===== config.mk =====
export PLATFORM = sky130hd
export DESIGN_NAME = alu_issuer_flat
export DESIGN_NICKNAME = d
export VERILOG_FILES = /design/src/rtl/alu_issuer_if.sv /design/src/rtl/alu_issuer.sv /design/src/flat_wrapper.sv
export SDC_FILE = /design/constraint.sdc
export NUM_CORES = 1
export LEC_CHECK = 0
export CAP_MARGIN = 10
export CORE_AREA = 2 2 132 134
export DETAILED_ROUTE_END_ITERATION = 10
export DIE_AREA = 0 0 134 136
export PLACE_DENSITY = 0.48
export SYNTH_ARGS = -nofsm -noshare
export SYNTH_HDL_FRONTEND = slang
export SYNTH_SLANG_ARGS = --single-unit

===== constraint.sdc =====
create_clock -name clk -period 2.05 [get_ports clk]
set_clock_uncertainty 0.05 [all_clocks]
set_input_delay 0.41 -clock clk [delete_from_list [all_inputs] [get_ports clk]]
set_output_delay 0.41 -clock clk [all_outputs]
set_load 0.05 [all_outputs]

===== src/rtl/alu_issuer_if.sv =====
// Bundles the command, ALU and response streams of alu_issuer.
// The issuer takes the slave side; the command source, consumer and ALU take the master side.
interface alu_issuer_if #(
   parameter int N = 8
);
   logic         cmd_valid;
   logic         cmd_ready;
   logic [1:0]   cmd_opcode;
   logic [N-1:0] cmd_data1;
   logic [N-1:0] cmd_data2;
   logic         alu_ena;
   logic [1:0]   alu_opcode;
   logic [N-1:0] alu_data1;
   logic [N-1:0] alu_data2;
   logic [N:0]   alu_y;
   logic         rsp_valid;
   logic         rsp_ready;
   logic [N:0]   rsp_y;
   logic [1:0]   rsp_opcode;
   logic         busy;

   modport slave (
      input  cmd_valid, cmd_opcode, cmd_data1, cmd_data2, alu_y, rsp_ready,
      output cmd_ready, alu_ena, alu_opcode, alu_data1, alu_data2,
             rsp_valid, rsp_y, rsp_opcode, busy
   );

   modport master (
      output cmd_valid, cmd_opcode, cmd_data1, cmd_data2, alu_y, rsp_ready,
      input  cmd_ready, alu_ena, alu_opcode, alu_data1, alu_data2,
             rsp_valid, rsp_y, rsp_opcode, busy
   );
endinterface


===== src/rtl/alu_issuer.sv =====
// Buffers ALU commands in a FIFO, issues them one at a time as a single-cycle
// enable pulse, and returns the captured ALU results in command order.
module alu_issuer #(
   parameter int N     = 8,
   parameter int DEPTH = 4
) (
   input logic         clk,
   input logic         rst_n,
   alu_issuer_if.slave bus
);
   localparam int AW = $clog2(DEPTH);
   localparam int EW = N + N + 2;
   localparam logic [AW:0] PTR_INC = {{AW{1'b0}}, 1'b1};

   typedef enum logic [1:0] {
      IDLE    = 2'd0,
      ISSUE   = 2'd1,
      CAPTURE = 2'd2,
      RESP    = 2'd3
   } state_t;

   state_t        state_q, state_d;
   logic [EW-1:0] mem_q [DEPTH];
   logic [AW:0]   wr_ptr_q, wr_ptr_d, rd_ptr_q, rd_ptr_d;
   logic          push_s, pop_s, empty_s, full_d, empty_d;
   logic          cmd_ready_q, alu_ena_q, rsp_valid_q, busy_q;
   logic [1:0]    alu_opcode_q, rsp_opcode_q;
   logic [N-1:0]  alu_data1_q, alu_data2_q;
   logic [N:0]    rsp_y_q;

   // Next-state, FIFO pointer and handshake decode.
   always_comb begin
      empty_s = (wr_ptr_q == rd_ptr_q);
      push_s  = bus.cmd_valid & cmd_ready_q;
      pop_s   = 1'b0;
      state_d = state_q;
      if (!empty_s) begin
         if (state_q == IDLE) begin
            pop_s = 1'b1;
         end else if ((state_q == RESP) && bus.rsp_ready) begin
            pop_s = 1'b1;
         end else begin
            pop_s = 1'b0;
         end
      end else begin
         pop_s = 1'b0;
      end
      case (state_q)
         IDLE:    state_d = pop_s ? ISSUE : IDLE;
         ISSUE:   state_d = CAPTURE;
         CAPTURE: state_d = RESP;
         RESP: begin
            if (bus.rsp_ready) begin
               state_d = pop_s ? ISSUE : IDLE;
            end else begin
               state_d = RESP;
            end
         end
         default: state_d = IDLE;
      endcase
      wr_ptr_d = push_s ? (wr_ptr_q + PTR_INC) : wr_ptr_q;
      rd_ptr_d = pop_s  ? (rd_ptr_q + PTR_INC) : rd_ptr_q;
      full_d   = (wr_ptr_d[AW] != rd_ptr_d[AW]) && (wr_ptr_d[AW-1:0] == rd_ptr_d[AW-1:0]);
      empty_d  = (wr_ptr_d == rd_ptr_d);
   end

   // FSM, FIFO storage and all registered outputs.
   always_ff @(posedge clk or negedge rst_n) begin
      if (!rst_n) begin
         state_q      <= IDLE;
         wr_ptr_q     <= '0;
         rd_ptr_q     <= '0;
         for (int i = 0; i < DEPTH; i++) mem_q[i] <= '0;
         cmd_ready_q  <= 1'b0;
         alu_ena_q    <= 1'b0;
         alu_opcode_q <= 2'b00;
         alu_data1_q  <= '0;
         alu_data2_q  <= '0;
         rsp_valid_q  <= 1'b0;
         rsp_y_q      <= '0;
         rsp_opcode_q <= 2'b00;
         busy_q       <= 1'b0;
      end else begin
         state_q     <= state_d;
         wr_ptr_q    <= wr_ptr_d;
         rd_ptr_q    <= rd_ptr_d;
         cmd_ready_q <= !full_d;
         alu_ena_q   <= (state_d == ISSUE);
         busy_q      <= (state_d != IDLE) || !empty_d;
         if (push_s) begin
            mem_q[wr_ptr_q[AW-1:0]] <= {bus.cmd_opcode, bus.cmd_data1, bus.cmd_data2};
         end
         if (pop_s) begin
            {alu_opcode_q, alu_data1_q, alu_data2_q} <= mem_q[rd_ptr_q[AW-1:0]];
         end
         // alu_opcode_q still holds the issued opcode here; the next pop comes later.
         if (state_q == CAPTURE) begin
            rsp_y_q      <= bus.alu_y;
            rsp_opcode_q <= alu_opcode_q;
            rsp_valid_q  <= 1'b1;
         end else if ((state_q == RESP) && bus.rsp_ready) begin
            rsp_valid_q  <= 1'b0;
         end
      end
   end

   assign bus.cmd_ready  = cmd_ready_q;
   assign bus.alu_ena    = alu_ena_q;
   assign bus.alu_opcode = alu_opcode_q;
   assign bus.alu_data1  = alu_data1_q;
   assign bus.alu_data2  = alu_data2_q;
   assign bus.rsp_valid  = rsp_valid_q;
   assign bus.rsp_y      = rsp_y_q;
   assign bus.rsp_opcode = rsp_opcode_q;
   assign bus.busy       = busy_q;
endmodule


===== src/flat_wrapper.sv =====
// flat-port wrapper written by rule: the top's interface ports become plain ports
module alu_issuer_flat 
#(
   parameter int N     = 8,
   parameter int DEPTH = 4
)
  (clk, rst_n, bus_cmd_valid, bus_cmd_opcode, bus_cmd_data1, bus_cmd_data2, bus_alu_y, bus_rsp_ready, bus_cmd_ready, bus_alu_ena, bus_alu_opcode, bus_alu_data1, bus_alu_data2, bus_rsp_valid, bus_rsp_y, bus_rsp_opcode, bus_busy);
  alu_issuer_if #(.N(N)) bus_i ();
  input logic clk;
  input logic rst_n;
  input wire logic [$bits(bus_i.cmd_valid)-1:0] bus_cmd_valid;
  input wire logic [$bits(bus_i.cmd_opcode)-1:0] bus_cmd_opcode;
  input wire logic [$bits(bus_i.cmd_data1)-1:0] bus_cmd_data1;
  input wire logic [$bits(bus_i.cmd_data2)-1:0] bus_cmd_data2;
  input wire logic [$bits(bus_i.alu_y)-1:0] bus_alu_y;
  input wire logic [$bits(bus_i.rsp_ready)-1:0] bus_rsp_ready;
  output wire logic [$bits(bus_i.cmd_ready)-1:0] bus_cmd_ready;
  output wire logic [$bits(bus_i.alu_ena)-1:0] bus_alu_ena;
  output wire logic [$bits(bus_i.alu_opcode)-1:0] bus_alu_opcode;
  output wire logic [$bits(bus_i.alu_data1)-1:0] bus_alu_data1;
  output wire logic [$bits(bus_i.alu_data2)-1:0] bus_alu_data2;
  output wire logic [$bits(bus_i.rsp_valid)-1:0] bus_rsp_valid;
  output wire logic [$bits(bus_i.rsp_y)-1:0] bus_rsp_y;
  output wire logic [$bits(bus_i.rsp_opcode)-1:0] bus_rsp_opcode;
  output wire logic [$bits(bus_i.busy)-1:0] bus_busy;
  assign bus_i.cmd_valid = bus_cmd_valid;
  assign bus_i.cmd_opcode = bus_cmd_opcode;
  assign bus_i.cmd_data1 = bus_cmd_data1;
  assign bus_i.cmd_data2 = bus_cmd_data2;
  assign bus_i.alu_y = bus_alu_y;
  assign bus_i.rsp_ready = bus_rsp_ready;
  assign bus_cmd_ready = bus_i.cmd_ready;
  assign bus_alu_ena = bus_i.alu_ena;
  assign bus_alu_opcode = bus_i.alu_opcode;
  assign bus_alu_data1 = bus_i.alu_data1;
  assign bus_alu_data2 = bus_i.alu_data2;
  assign bus_rsp_valid = bus_i.rsp_valid;
  assign bus_rsp_y = bus_i.rsp_y;
  assign bus_rsp_opcode = bus_i.rsp_opcode;
  assign bus_busy = bus_i.busy;
  alu_issuer #(.N(N), .DEPTH(DEPTH)) u_core (.clk(clk), .rst_n(rst_n), .bus(bus_i));
endmodule

==> metrics.log, run 1 <==
[metrics] Rows: 48
[metrics] first-pass GRT wire length: 16870 um
[metrics] buffer type at the clock tree root: sky130_fd_sc_hd__clkbuf_16
[metrics] syn avg cell area: 16.03 sq um
[metrics] path depth of the worst reg2reg path: 5
[metrics] register area: 2828 sq um
[metrics] diodes inserted: 0
[metrics] Yosys warning total: 0
[metrics] Buf+Inv Stages, Crit Path: 1
[metrics] number of enable flip-flop cells after synthesis: 0
[metrics] area used by multi-input combinational logic: 1994 sq um
[metrics] Yosys cell types: 34
[metrics] leftover overflow at the end of global routing: 0
[metrics] count of mapped cells out of synthesis: 307
[metrics] cell with the most instances after synthesis: sky130_fd_sc_hd__dfrtp_1
[metrics] worst-skew pair later-pin latency: 410 ps
[metrics] proportion of layout cells with a drive suffix above 1: 43.31%
[metrics] count of nets left with antenna violations after detail routing: 0
[metrics] worst slack at placement: -132.9 ps
[metrics] total routing resource utilization after global routing: 12.55%
[metrics] standard cell core area: 16880 sq um
[metrics] endpoints failing hold: 0
[metrics] clock-pin slew reported for the worst setup and hold paths after clock tree synthesis: 50 ps
[metrics] maximum number of pins on one net before global-route repair: 41
[metrics] primary flip-flop cell chosen by synthesis mapping: sky130_fd_sc_hd__dfrtp_1
[metrics] final worst path period share: 97.59%
[metrics] endpoint of the worst-slack reg-to-reg timing path: u_core.bus.cmd_ready
[metrics] final worst setup slack: 49.41 ps
[metrics] Post-Route Utilization: 39.17%
[metrics] routing usage on met3: 4.474%
[metrics] maximum fanout encountered on the critical timing path: 2
[metrics] Via Count: 2871
[metrics] cell type with the largest total area after synthesis: sky130_fd_sc_hd__dfrtp_1
[metrics] # H-tree levels: 4
[metrics] total of endpoints with negative setup slack in the final report: 0
[metrics] number of sinks driven by the clock tree: 113
[metrics] post-CTS setup buffer count: 0
[metrics] delay of the slowest cell on the worst path: 790 ps
[metrics] Final HPWL DP: 6761 um
[metrics] initial standard-cell utilization of the core: 29.17%
[metrics] Worst-Margin Slew: 551.0 ps
[metrics] number of optimization iterations in the first detailed-route pass: 4
[metrics] gp weighted congestion: 0.6794
[metrics] setup repair after global routing missed its margin: no
[metrics] list of most frequent post-synthesis cells: 113 x sky130_fd_sc_hd__dfrtp_1, 98 x sky130_fd_sc_hd__mux2_2, 18 x sky130_fd_sc_hd__mux4_2, 8 x sky130_fd_sc_hd__buf_2
[metrics] total nets after synthesis: 343
[metrics] met1 usage: 15.26%
[metrics] Cell Chain, Critical Path: clkdlybuf4s50_1
[metrics] minimum clock period after layout: 2001 ps
[metrics] TritonCTS clock tree: yes
[metrics] reg-to-reg startpoint: u_core.rd_ptr_q[0]
[metrics] master of the slowest instance on the critical path: sky130_fd_sc_hd__clkdlybuf4s50_1
[metrics] FILL cells: 1554
[metrics] Avg WL per Cell: 16.20 um
[metrics] Worst Hold End: u_core.state_q[0]
[metrics] maxcap violations: 0
[metrics] summed negative setup slack over all endpoints: 0 ps
[metrics] TritonCTS buffer count: 17
[metrics] largest voltage drop on the vdd net: 0.6581 mV
[metrics] Max clock buf depth: 2
[metrics] overall die area: 18220 sq um
[metrics] worst min-delay path startpoint: u_core.state_q[0]
[metrics] kind of launch point of the worst setup path: flop
[metrics] number of max-slew violations in the final report: 0
[metrics] Starting DRT DRC Count: 120
[metrics] Leak Pwr: 2.882 nW
[metrics] endpoint required time on the critical path: 1590 ps
[metrics] maximum clock rate: 0.4999 GHz
[metrics] die height: 136 um
[metrics] cells taking the most area after synthesis: sky130_fd_sc_hd__dfrtp_1 57%, sky130_fd_sc_hd__mux2_2 22%, sky130_fd_sc_hd__mux4_2 8.2%
[metrics] routing usage on met2: 20.37%
[metrics] post-synthesis instance area: 4922 sq um
[metrics] placed cells: 603
[metrics] vias per cell: 4.514
[metrics] FF-to-FF setup slack: 140 ps
[metrics] area share of the leading cell type in the synthesized netlist: 57.45%
[metrics] Final #Nets: 434
[metrics] via count of the first global-routing pass: 3065
[metrics] post-route DRC violation count: 0
[metrics] cell depth of the worst hold path: 1
[metrics] worst endpoint data arrival time: 1540 ps
[metrics] antenna violations before repair: 0
[metrics] share of synthesized area occupied by flip-flops and latches: 57.45%
[metrics] type of the tightest min-delay check: flop to flop
[metrics] ys async rst share: 100.0%
[metrics] count of non-filler cells in the finished layout: 636
[metrics] critical path endpoint category: output pin
[metrics] number of port buffers: 63
[metrics] result of the run: finished, final reports clean
[metrics] CP delay by family, top: buffers and inverters
[metrics] path type of the worst setup path: flop to output pin
[metrics] drt total wl: 10300 um
[metrics] I/O pin count: 64
[metrics] Max-Slew Margin vs Limit: 63.27%
[metrics] Area Growth Syn to Fin: 34.29%
[metrics] count of state elements after synthesis: 113
[metrics] most heavily used metal layer in global routing: met2
[metrics] x dimension of the die: 134 um
[metrics] P per Cell Area: 1912 nW/um^2
==> timing repair <==
| action | in CTS | in global routing |
|---|---|---|
| setup endpoints to repair | 16 | 9 |
| resized for setup | 16 | 9 |
| endpoints found under the hold margin | 36 | 0 |
| hold buffers | 1 | 0 |
==> kinds of logic after synthesis <==
kind of cell,Yosys count,synth area share (%)
xor gates and xnor gates,9,2.186
muxes,120,31.57
DFF,113,57.45
and+or+nand+nor,27,3.152
buffers and inverters,19,2.034
adders and majority gates,5,1.271
AOI/OAI and AO/OA,14,2.339
==> layout by cell type (no fill, tap or decap), types with 5 or more instances in the layout <==
master,synthesis,layout
sky130_fd_sc_hd__dlymetal6s2s_1,0,9
sky130_fd_sc_hd__mux4_2,18,18
sky130_fd_sc_hd__ha_1,5,5
sky130_fd_sc_hd__clkbuf_16,0,17
sky130_fd_sc_hd__mux2_2,98,98
sky130_fd_sc_hd__xnor2_1,6,6
sky130_fd_sc_hd__nand2_1,6,6
sky130_fd_sc_hd__buf_4,1,20
sky130_fd_sc_hd__dlygate4sd2_1,0,16
sky130_fd_sc_hd__buf_12,0,8
sky130_fd_sc_hd__clkinv_2,0,7
sky130_fd_sc_hd__dfrtp_1,113,113
sky130_fd_sc_hd__clkdlybuf4s50_1,0,34
==> where the power goes <==
group | total, mW | leakage, nW | internal, mW | switching, mW
Sequential | 4.04 | 1.33 | 3.41 | 0.631
Clock | 2.87 | 0.292 | 1.87 | 1.00
Combinational | 5.74 | 1.26 | 2.93 | 2.80
Total | 12.6 | 2.88 | 8.20 | 4.43
==> sequential cells by signal, summed over array words and instances (netlist names) <==
signal / count
u_core.bus.rsp_valid: 1
u_core.mem_q: 72
u_core.wr_ptr_q: 3
u_core.bus.rsp_opcode: 2
u_core.bus.alu_data2: 8
u_core.bus.busy: 1
u_core.bus.alu_ena: 1
u_core.bus.alu_opcode: 2
u_core.bus.rsp_y: 9
u_core.rd_ptr_q: 3
u_core.state_q: 2
u_core.bus.alu_data1: 8
u_core.bus.cmd_ready: 1
==> through the flow <==
| step | hold WS, ps | area, sq um | power (mW) |
|---|---|---|---|
| global placement | 396.7 | 6016 | 9.909 |
| global route | 455.1 | 6610 | 13.42 |
| floorplan | 64.41 | 4922 | 8.198 |
| CTS | 418.9 | 6588 | 12.86 |
| finish | 415.5 | 6610 | 12.64 |
| detailed placement | 392.8 | 6016 | 10.03 |
==> layer usage <==
| layer | share of wire [%] | up-vias |
|---|---|---|
| met5 | 0 | - |
| met4 | 1.4 | 0 |
| met3 | 4.3 | 13 |
| met2 | 49 | 60 |
| met1 | 45 | 1481 |
| li1 | - | 1317 |
==> layout make-up <==
cell class                 count  area share [%]
sequential                   113           42.78
inverter                       3          0.1704
clock buffer                  21           7.117
timing repair buffer          88           13.82
tap                          225           4.259
multi-input combinational    175           30.17
clock inverter                11           1.685
==> worst max-delay path by stage <==
stage / slack (ps) / start / to / depth (start not counted)
after floorplan: 110 / u_core.bus.cmd_ready / u_core.bus.cmd_ready / 5
after global placement: -160 / bus_rsp_ready / u_core.bus.alu_opcode[0] / 5
after detailed placement: -130 / bus_rsp_ready / u_core.bus.alu_opcode[0] / 5
after CTS: 4 / u_core.bus.alu_data1[0] / bus_alu_data1[0] / 1
after global routing: 3 / u_core.bus.rsp_opcode[1] / bus_rsp_opcode[1] / 1
final: 50 / u_core.bus.rsp_opcode[1] / bus_rsp_opcode[1] / 1
Note: power is estimated with default switching activity, not from simulation.
==> run 2: changes to the inputs <==
clock period = 2.5 ns   (was 2.05 ns; I/O delays follow)
==> metrics.log, run 2 (synthesis gave the netlist of run 1 again) <==
[metrics] result of the run: finished, final reports clean
[metrics] number of hold buffers added after CTS: 0 (-1)
[metrics] Rows: 48 (unchanged)
[metrics] switching share of total power: 35.12% (about the same)
[metrics] critical path endpoint category: output pin
[metrics] Final #Nets: 421 (-3.0%)
[metrics] proportion of layout cells with a drive suffix above 1: 40.20% (-3.1 points)
[metrics] vias per cell: 4.557 (+0.95%)
[metrics] endpoint of the worst-slack reg-to-reg timing path: u_core.bus.cmd_ready
[metrics] P per Cell Area: 1580 nW/um^2 (-17%)
[metrics] total routing resource utilization after global routing: 12.32% (-0.23 points)
[metrics] Area Growth Syn to Fin: 30.91%
[metrics] post-CTS setup buffer count: 0 (unchanged)
[metrics] setup repair after global routing missed its margin: no
[metrics] buffer type at the clock tree root: sky130_fd_sc_hd__clkbuf_16
[metrics] count of nets left with antenna violations after detail routing: 0 (unchanged)
[metrics] post-route DRC violation count: 0 (unchanged)
[metrics] maximum number of pins on one net before global-route repair: 56 (+37%)
[metrics] maxcap violations: 0 (unchanged)
[metrics] Max-Slew Margin vs Limit: 64.18% (+0.91 points)
[metrics] x dimension of the die: 134 um (unchanged)
[metrics] Via Count: 2839 (-1.1%)
[metrics] endpoints failing hold: 0 (unchanged)
[metrics] total of endpoints with negative setup slack in the final report: 0 (unchanged)
[metrics] Avg WL per Cell: 16.43 um (+1.4%)
[metrics] Leak Pwr: 2.676 nW (-7.2%)
[metrics] diodes inserted: 0 (unchanged)
[metrics] kind of launch point of the worst setup path: flop
[metrics] Final HPWL DP: 6498 um (-3.9%)
[metrics] summed negative setup slack over all endpoints: 0 ps (unchanged)
[metrics] part of the total power dissipated in the clock network: 21.6% (-1.1 points)
[metrics] endpoint required time on the critical path: 1950 ps (+360 ps)
[metrics] delay of the slowest cell on the worst path: 830 ps (+40 ps)
[metrics] drt total wl: 10230 um (-0.67%)
[metrics] TritonCTS buffer count: 17 (unchanged)
[metrics] I/O pin count: 64 (unchanged)
[metrics] Worst setup startpoint: u_core.bus.cmd_ready
[metrics] first-pass GRT wire length: 16620 um (-1.5%)
[metrics] standard cell core area: 16880 sq um (unchanged)
[metrics] Worst-Margin Slew: 537.3 ps (-13.67 ps)
[metrics] initial standard-cell utilization of the core: 29.17% (unchanged)
[metrics] quantity of gates resized following cts: 0 (-16)
[metrics] path depth of the worst reg2reg path: 5 (unchanged)
[metrics] largest voltage drop on the vdd net: 0.5716 mV (-13%)
[metrics] TritonCTS clock tree: yes
[metrics] combinational fraction of design power: 45.8% (+0.4 points)
[metrics] count of non-filler cells in the finished layout: 623 (-2.0%)
[metrics] P_sw: 3.576 mW (-19%)
[metrics] minimum clock period after layout: 2180 ps
[metrics] # H-tree levels: 4 (unchanged)
[metrics] reg-to-reg startpoint: u_core.rd_ptr_q[1]
[metrics] final hold slack: 30.90 ps (-384.6 ps)
[metrics] via count of the first global-routing pass: 2993 (-2.3%)
[metrics] top library cells by usage in the layout, fill and taps aside: 113 x sky130_fd_sc_hd__dfrtp_1, 98 x sky130_fd_sc_hd__mux2_2, 62 x sky130_fd_sc_hd__clkdlybuf4s50_1, 18 x sky130_fd_sc_hd__mux4_2, 17 x sky130_fd_sc_hd__clkbuf_16
[metrics] number of port buffers: 63 (unchanged)
[metrics] number of optimization iterations in the first detailed-route pass: 3 (-1)
[metrics] die height: 136 um (unchanged)
[metrics] capture point of the worst path: bus_cmd_ready
[metrics] Cell Chain, Critical Path: clkdlybuf4s50_1
[metrics] number of sinks driven by the clock tree: 113 (unchanged)
[metrics] gp weighted congestion: 0.7154 (+5.3%)
[metrics] Max clock buf depth: 2 (unchanged)
[metrics] type of the tightest min-delay check: input pin to async pin
[metrics] clock-pin slew reported for the worst setup and hold paths after clock tree synthesis: 50 ps (about the same)
[metrics] worst endpoint data arrival time: 1630 ps (+90 ps)
[metrics] antenna violations before repair: 0 (unchanged)
[metrics] path type of the worst setup path: flop to output pin
[metrics] worst-skew pair later-pin latency: 410 ps (about the same)
[metrics] maximum fanout encountered on the critical timing path: 5 (+3)
[metrics] overall die area: 18220 sq um (unchanged)
[metrics] master of the slowest instance on the critical path: sky130_fd_sc_hd__clkdlybuf4s50_1
[metrics] maximum clock rate: 0.4588 GHz
[metrics] Starting DRT DRC Count: 98 (-18%)
[metrics] number of max-slew violations in the final report: 0 (unchanged)
[metrics] final worst path period share: 87.18%
[metrics] CP delay by family, top: buffers and inverters
[metrics] overall power of the completed layout: 10.18 mW (-19%)
[metrics] most common cell after layout, fill and taps aside: sky130_fd_sc_hd__dfrtp_1
[metrics] FF-to-FF setup slack: 490 ps (+350 ps)
[metrics] register bank with the most flops: u_core.mem_q
[metrics] stages on the worst setup path: 1 (unchanged)
[metrics] leftover overflow at the end of global routing: 0 (unchanged)
[metrics] Buf+Inv Stages, Crit Path: 1 (unchanged)
[metrics] design internal power: 6.607 mW (-19%)
[metrics] sequential share of power: 32.7% (+0.8 points)
[metrics] flip-flop count of the largest register, all copies and words added: 72 (unchanged)
[metrics] placed cells: 591 (-2.0%)
-- run 2: routing by layer --
metal	part of all wire, %	up-vias	GRT usage (%)
met5	0	-	0
met4	1.9	0	5.674
met3	3.8	15	3.468
met2	50	64	20.46
met1	44	1471	14.92
li1	-	1289	-
-- run 2: area by class of cell --
type | instances | area (sq um)
Inverter | 3 | 11.26
Multi-Input combinational cell | 175 | 1994
Clock buffer | 27 | 523.0
Sequential cell | 113 | 2828
Timing Repair Buffer | 75 | 780.7
Clock inverter | 5 | 25.02
Tap cell | 225 | 281.5
Fill cell | 1580 | 10430
-- run 2: worst register-to-register path, delay by kind of cell (launching register included) --
family                   cells  cell delay [ps]
adder cells (fa/ha/maj)      1              290
flip-flops                   1              430
AO/OA/AOI/OAI                3              760
AND/OR/NAND/NOR              1              330
-- run 2: worst min path at each step --
stage,start,endpoint,cells after the start
finish,rst_n,u_core.mem_q[68],1
global route,rst_n,u_core.mem_q[68],1
CTS,rst_n,u_core.mem_q[68],1
detailed placement,u_core.bus.rsp_valid,u_core.bus.rsp_valid,1
global placement,u_core.state_q[0],u_core.state_q[0],1
floorplan,rst_n,u_core.bus.alu_data1[0],0
-- run 2: metrics by stage --
stage          setup WS (ps)  utilization (%)  cell area, sq um
6_report               320.5            38.18              6444
5_1_grt                244.6            38.18              6444
4_1_cts                298.7            38.18              6444
3_5_place_dp           144.4            34.93              5896
3_3_place_gp           191.6            34.93              5896
2_1_floorplan          555.1                -              4922
-- run 2: power by group through the flow --
stage,sequential [mW],clock (mW),combinational [mW]
finish,3.33,2.20,4.66
global route,3.46,2.36,5.00
CTS,3.34,2.25,4.74
detailed placement,3.36,0,4.73
global placement,3.33,0,4.68
floorplan,4.09,0,2.63
==> run 3: changes to the inputs <==
CORE_AREA = 2 2 157 113   (was 2 2 132 134)
DIE_AREA = 0 0 159 115   (was 0 0 134 136)
PLACE_DENSITY = 0.5   (was 0.48)
clock period = 1.8 ns   (was 2.5 ns; I/O delays follow)
==> metrics.log, run 3 (synthesis gave the netlist of run 1 again) <==
[metrics] result of the run: finished, final reports clean
[metrics] most common cell after layout, fill and taps aside: sky130_fd_sc_hd__dfrtp_1
[metrics] path depth of the worst reg2reg path: 5 (unchanged)
[metrics] largest voltage drop on the vdd net: 0.8678 mV (+52%)
[metrics] Cell Chain, Critical Path: xnor2_2 > a311oi_4 > buf_6 > buf_8 > mux2_2
[metrics] master of the slowest instance on the critical path: sky130_fd_sc_hd__dfrtp_2
[metrics] total of endpoints with negative setup slack in the final report: 0 (unchanged)
[metrics] maximum clock rate: 0.5661 GHz
[metrics] final worst path period share: 98.15%
[metrics] Worst-Margin Slew: 447.8 ps (-89.51 ps)
[metrics] # H-tree levels: 4 (unchanged)
[metrics] buffer type at the clock tree root: sky130_fd_sc_hd__clkbuf_16
[metrics] antenna violations before repair: 0 (unchanged)
[metrics] minimum clock period after layout: 1767 ps
[metrics] part of the total power dissipated in the clock network: 21.5% (about the same)
[metrics] Post-Layout Inst Area: 6723 sq um (+4.3%)
[metrics] post-route DRC violation count: 0 (unchanged)
[metrics] number of sinks driven by the clock tree: 113 (unchanged)
[metrics] FILL cells: 1599 (+1.2%)
[metrics] type of the tightest min-delay check: input pin to async pin
[metrics] worst endpoint data arrival time: 2000 ps (+370 ps)
[metrics] initial standard-cell utilization of the core: 29.27% (+0.10 points)
[metrics] proportion of layout cells with a drive suffix above 1: 55.85% (+16 points)
[metrics] P_sw: 5.356 mW (+50%)
[metrics] I/O pin count: 64 (unchanged)
[metrics] maxcap violations: 0 (unchanged)
[metrics] count of non-filler cells in the finished layout: 650 (+4.3%)
[metrics] Max-Slew Margin vs Limit: 69.88% (+5.7 points)
[metrics] Via Count: 2966 (+4.5%)
[metrics] maximum fanout encountered on the critical timing path: 10 (+5)
[metrics] Final #Nets: 442 (+5.0%)
[metrics] Area Growth Syn to Fin: 36.58%
[metrics] switching share of total power: 35.44% (+0.33 points)
[metrics] gp weighted congestion: 0.7360 (+2.9%)
[metrics] Leak Pwr: 2.857 nW (+6.8%)
[metrics] diodes inserted: 0 (unchanged)
[metrics] path type of the worst setup path: flop to flop
[metrics] standard cell core area: 16820 sq um (-0.36%)
[metrics] die height: 115 um (-15%)
[metrics] endpoints failing hold: 0 (unchanged)
[metrics] first-pass GRT wire length: 17400 um (+4.7%)
[metrics] top library cells by usage in the layout, fill and taps aside: 108 x sky130_fd_sc_hd__dfrtp_1, 98 x sky130_fd_sc_hd__mux2_2, 54 x sky130_fd_sc_hd__buf_4, 29 x sky130_fd_sc_hd__clkdlybuf4s50_1
[metrics] Post-Route Utilization: 39.98% (+1.8 points)
[metrics] placed inst area: 5976 sq um (+1.4%)
[metrics] x dimension of the die: 159 um (+19%)
[metrics] P per Cell Area: 2248 nW/um^2 (+42%)
[metrics] total routing resource utilization after global routing: 12.56% (+0.24 points)
[metrics] clock-pin slew reported for the worst setup and hold paths after clock tree synthesis: 50 ps (about the same)
[metrics] final hold slack: 403.3 ps (+372.4 ps)
[metrics] Final HPWL DP: 6980 um (+7.4%)
[metrics] overall power of the completed layout: 15.11 mW (+48%)
[metrics] setup repair after global routing missed its margin: yes
[metrics] reg-to-reg startpoint: u_core.wr_ptr_q[0]
[metrics] FF-to-FF setup slack: 30 ps (-460 ps)
[metrics] endpoint of the worst-slack reg-to-reg timing path: u_core.bus.alu_data2[6]
[metrics] number of port buffers: 63 (unchanged)
[metrics] placed cells: 613 (+3.7%)
[metrics] Max clock buf depth: 2 (unchanged)
[metrics] maximum number of pins on one net before global-route repair: 44 (-21%)
[metrics] Rows: 40 (-17%)
[metrics] design internal power: 9.756 mW (+48%)
[metrics] count of nets left with antenna violations after detail routing: 0 (unchanged)
[metrics] via count of the first global-routing pass: 3106 (+3.8%)
[metrics] drt total wl: 10910 um (+6.6%)
[metrics] Avg WL per Cell: 16.79 um (+2.2%)
[metrics] flip-flop count of the largest register, all copies and words added: 72 (unchanged)
[metrics] endpoint required time on the critical path: 2040 ps (+90 ps)
[metrics] kind of launch point of the worst setup path: flop
[metrics] number of max-slew violations in the final report: 0 (unchanged)
[metrics] Starting DRT DRC Count: 136 (+39%)
[metrics] register bank with the most flops: u_core.mem_q
[metrics] number of optimization iterations in the first detailed-route pass: 4 (+1)
[metrics] delay of the slowest cell on the worst path: 460 ps (-370 ps)
[metrics] vias per cell: 4.563 (+0.13%)
[metrics] TritonCTS clock tree: yes
[metrics] worst-skew pair later-pin latency: 400 ps (about the same)
[metrics] combinational fraction of design power: 47.8% (+2.0 points)
[metrics] sequential share of power: 30.7% (-2.0 points)
[metrics] leftover overflow at the end of global routing: 0 (unchanged)
[metrics] TritonCTS buffer count: 17 (unchanged)
[metrics] overall die area: 18290 sq um (+0.33%)
[metrics] critical path endpoint category: flop
## run 3: changes by cell type in the layout (fill, tap and decap cells not counted), sizes merged
cell           delta
clkinvlp          +3
clkbuf            -5
clkinv            +1
buf              +52
bufinv            +2
clkdlybuf4s50    -33
dlygate4sd3       +1
## run 3: how the worst max path moves through the flow
stage / startpoint / to / slack, ps / cells after the start
after floorplan: u_core.rd_ptr_q[0] / u_core.bus.cmd_ready / -50 / 6
after global placement: bus_rsp_ready / u_core.bus.alu_data2[6] / -330 / 5
after detailed placement: bus_rsp_ready / u_core.bus.alu_data2[6] / -360 / 5
after CTS: u_core.rd_ptr_q[1] / u_core.bus.cmd_ready / 20 / 5
after global routing: u_core.wr_ptr_q[0] / u_core.bus.alu_data2[4] / -20 / 5
final: u_core.wr_ptr_q[0] / u_core.bus.alu_data2[6] / 30 / 5
## run 3: power groups by stage
stage,combinational (mW),clock [mW],sequential (mW)
5_1_grt,7.74,3.45,4.80
3_3_place_gp,6.72,0,4.60
6_report,7.23,3.25,4.63
4_1_cts,6.92,3.34,4.62
2_1_floorplan,3.70,0,5.69
3_5_place_dp,6.81,0,4.63
## run 3: worst max-delay path: cells and delay by family, from the launching register on
kind                      cells  cell delay [ps]
DFF                           1              460
muxes                         1              340
buffers and inverters         2              320
AOI/OAI and AO/OA             1              300
xor gates and xnor gates      1              180
## run 3: stage by stage
stage	setup WS [ps]	TNS, ps
2_1_floorplan	-48.83	-954.2
3_3_place_gp	-333.0	-13910
3_5_place_dp	-363.8	-14900
4_1_cts	16.10	0
5_1_grt	-20.87	-114.8
6_report	33.39	0
## run 3: area by class of cell
class                   instances  area [sq um]  share of cell area [%]
flip-flops and latches        113          2834                   42.16
multi-input cells             175          2092                   31.12
repair buffers                 96         923.4                   13.74
clock buffers                  21         460.4                   6.849
well taps                     231         289.0                   4.299
clock inverters                11         112.6                   1.675
inverters                       3         11.26                  0.1675
## run 3: routing by layer
layer | GRT usage, % | wire length (um) | share of wire [%] | vias up
met5 | 0 | 0 | 0 | -
met4 | 4.182 | 122 | 1.1 | 0
met3 | 4.221 | 514 | 4.7 | 12
met2 | 19.33 | 4821 | 44 | 67
met1 | 16.85 | 5455 | 50 | 1556
li1 | - | - | - | 1331
## run 3: what timing repair did
| item | in CTS | in global routing |
|---|---|---|
| hold buffers | 1 | 0 |
| gates cloned | 0 | 1 |
| pin swaps | 3 | 3 |
| endpoints found under the setup margin | 6 | 20 |
| hold endpoints to repair | 28 | 0 |
| resized for setup | 7 | 18 |
| setup buffers | 0 | 3 |
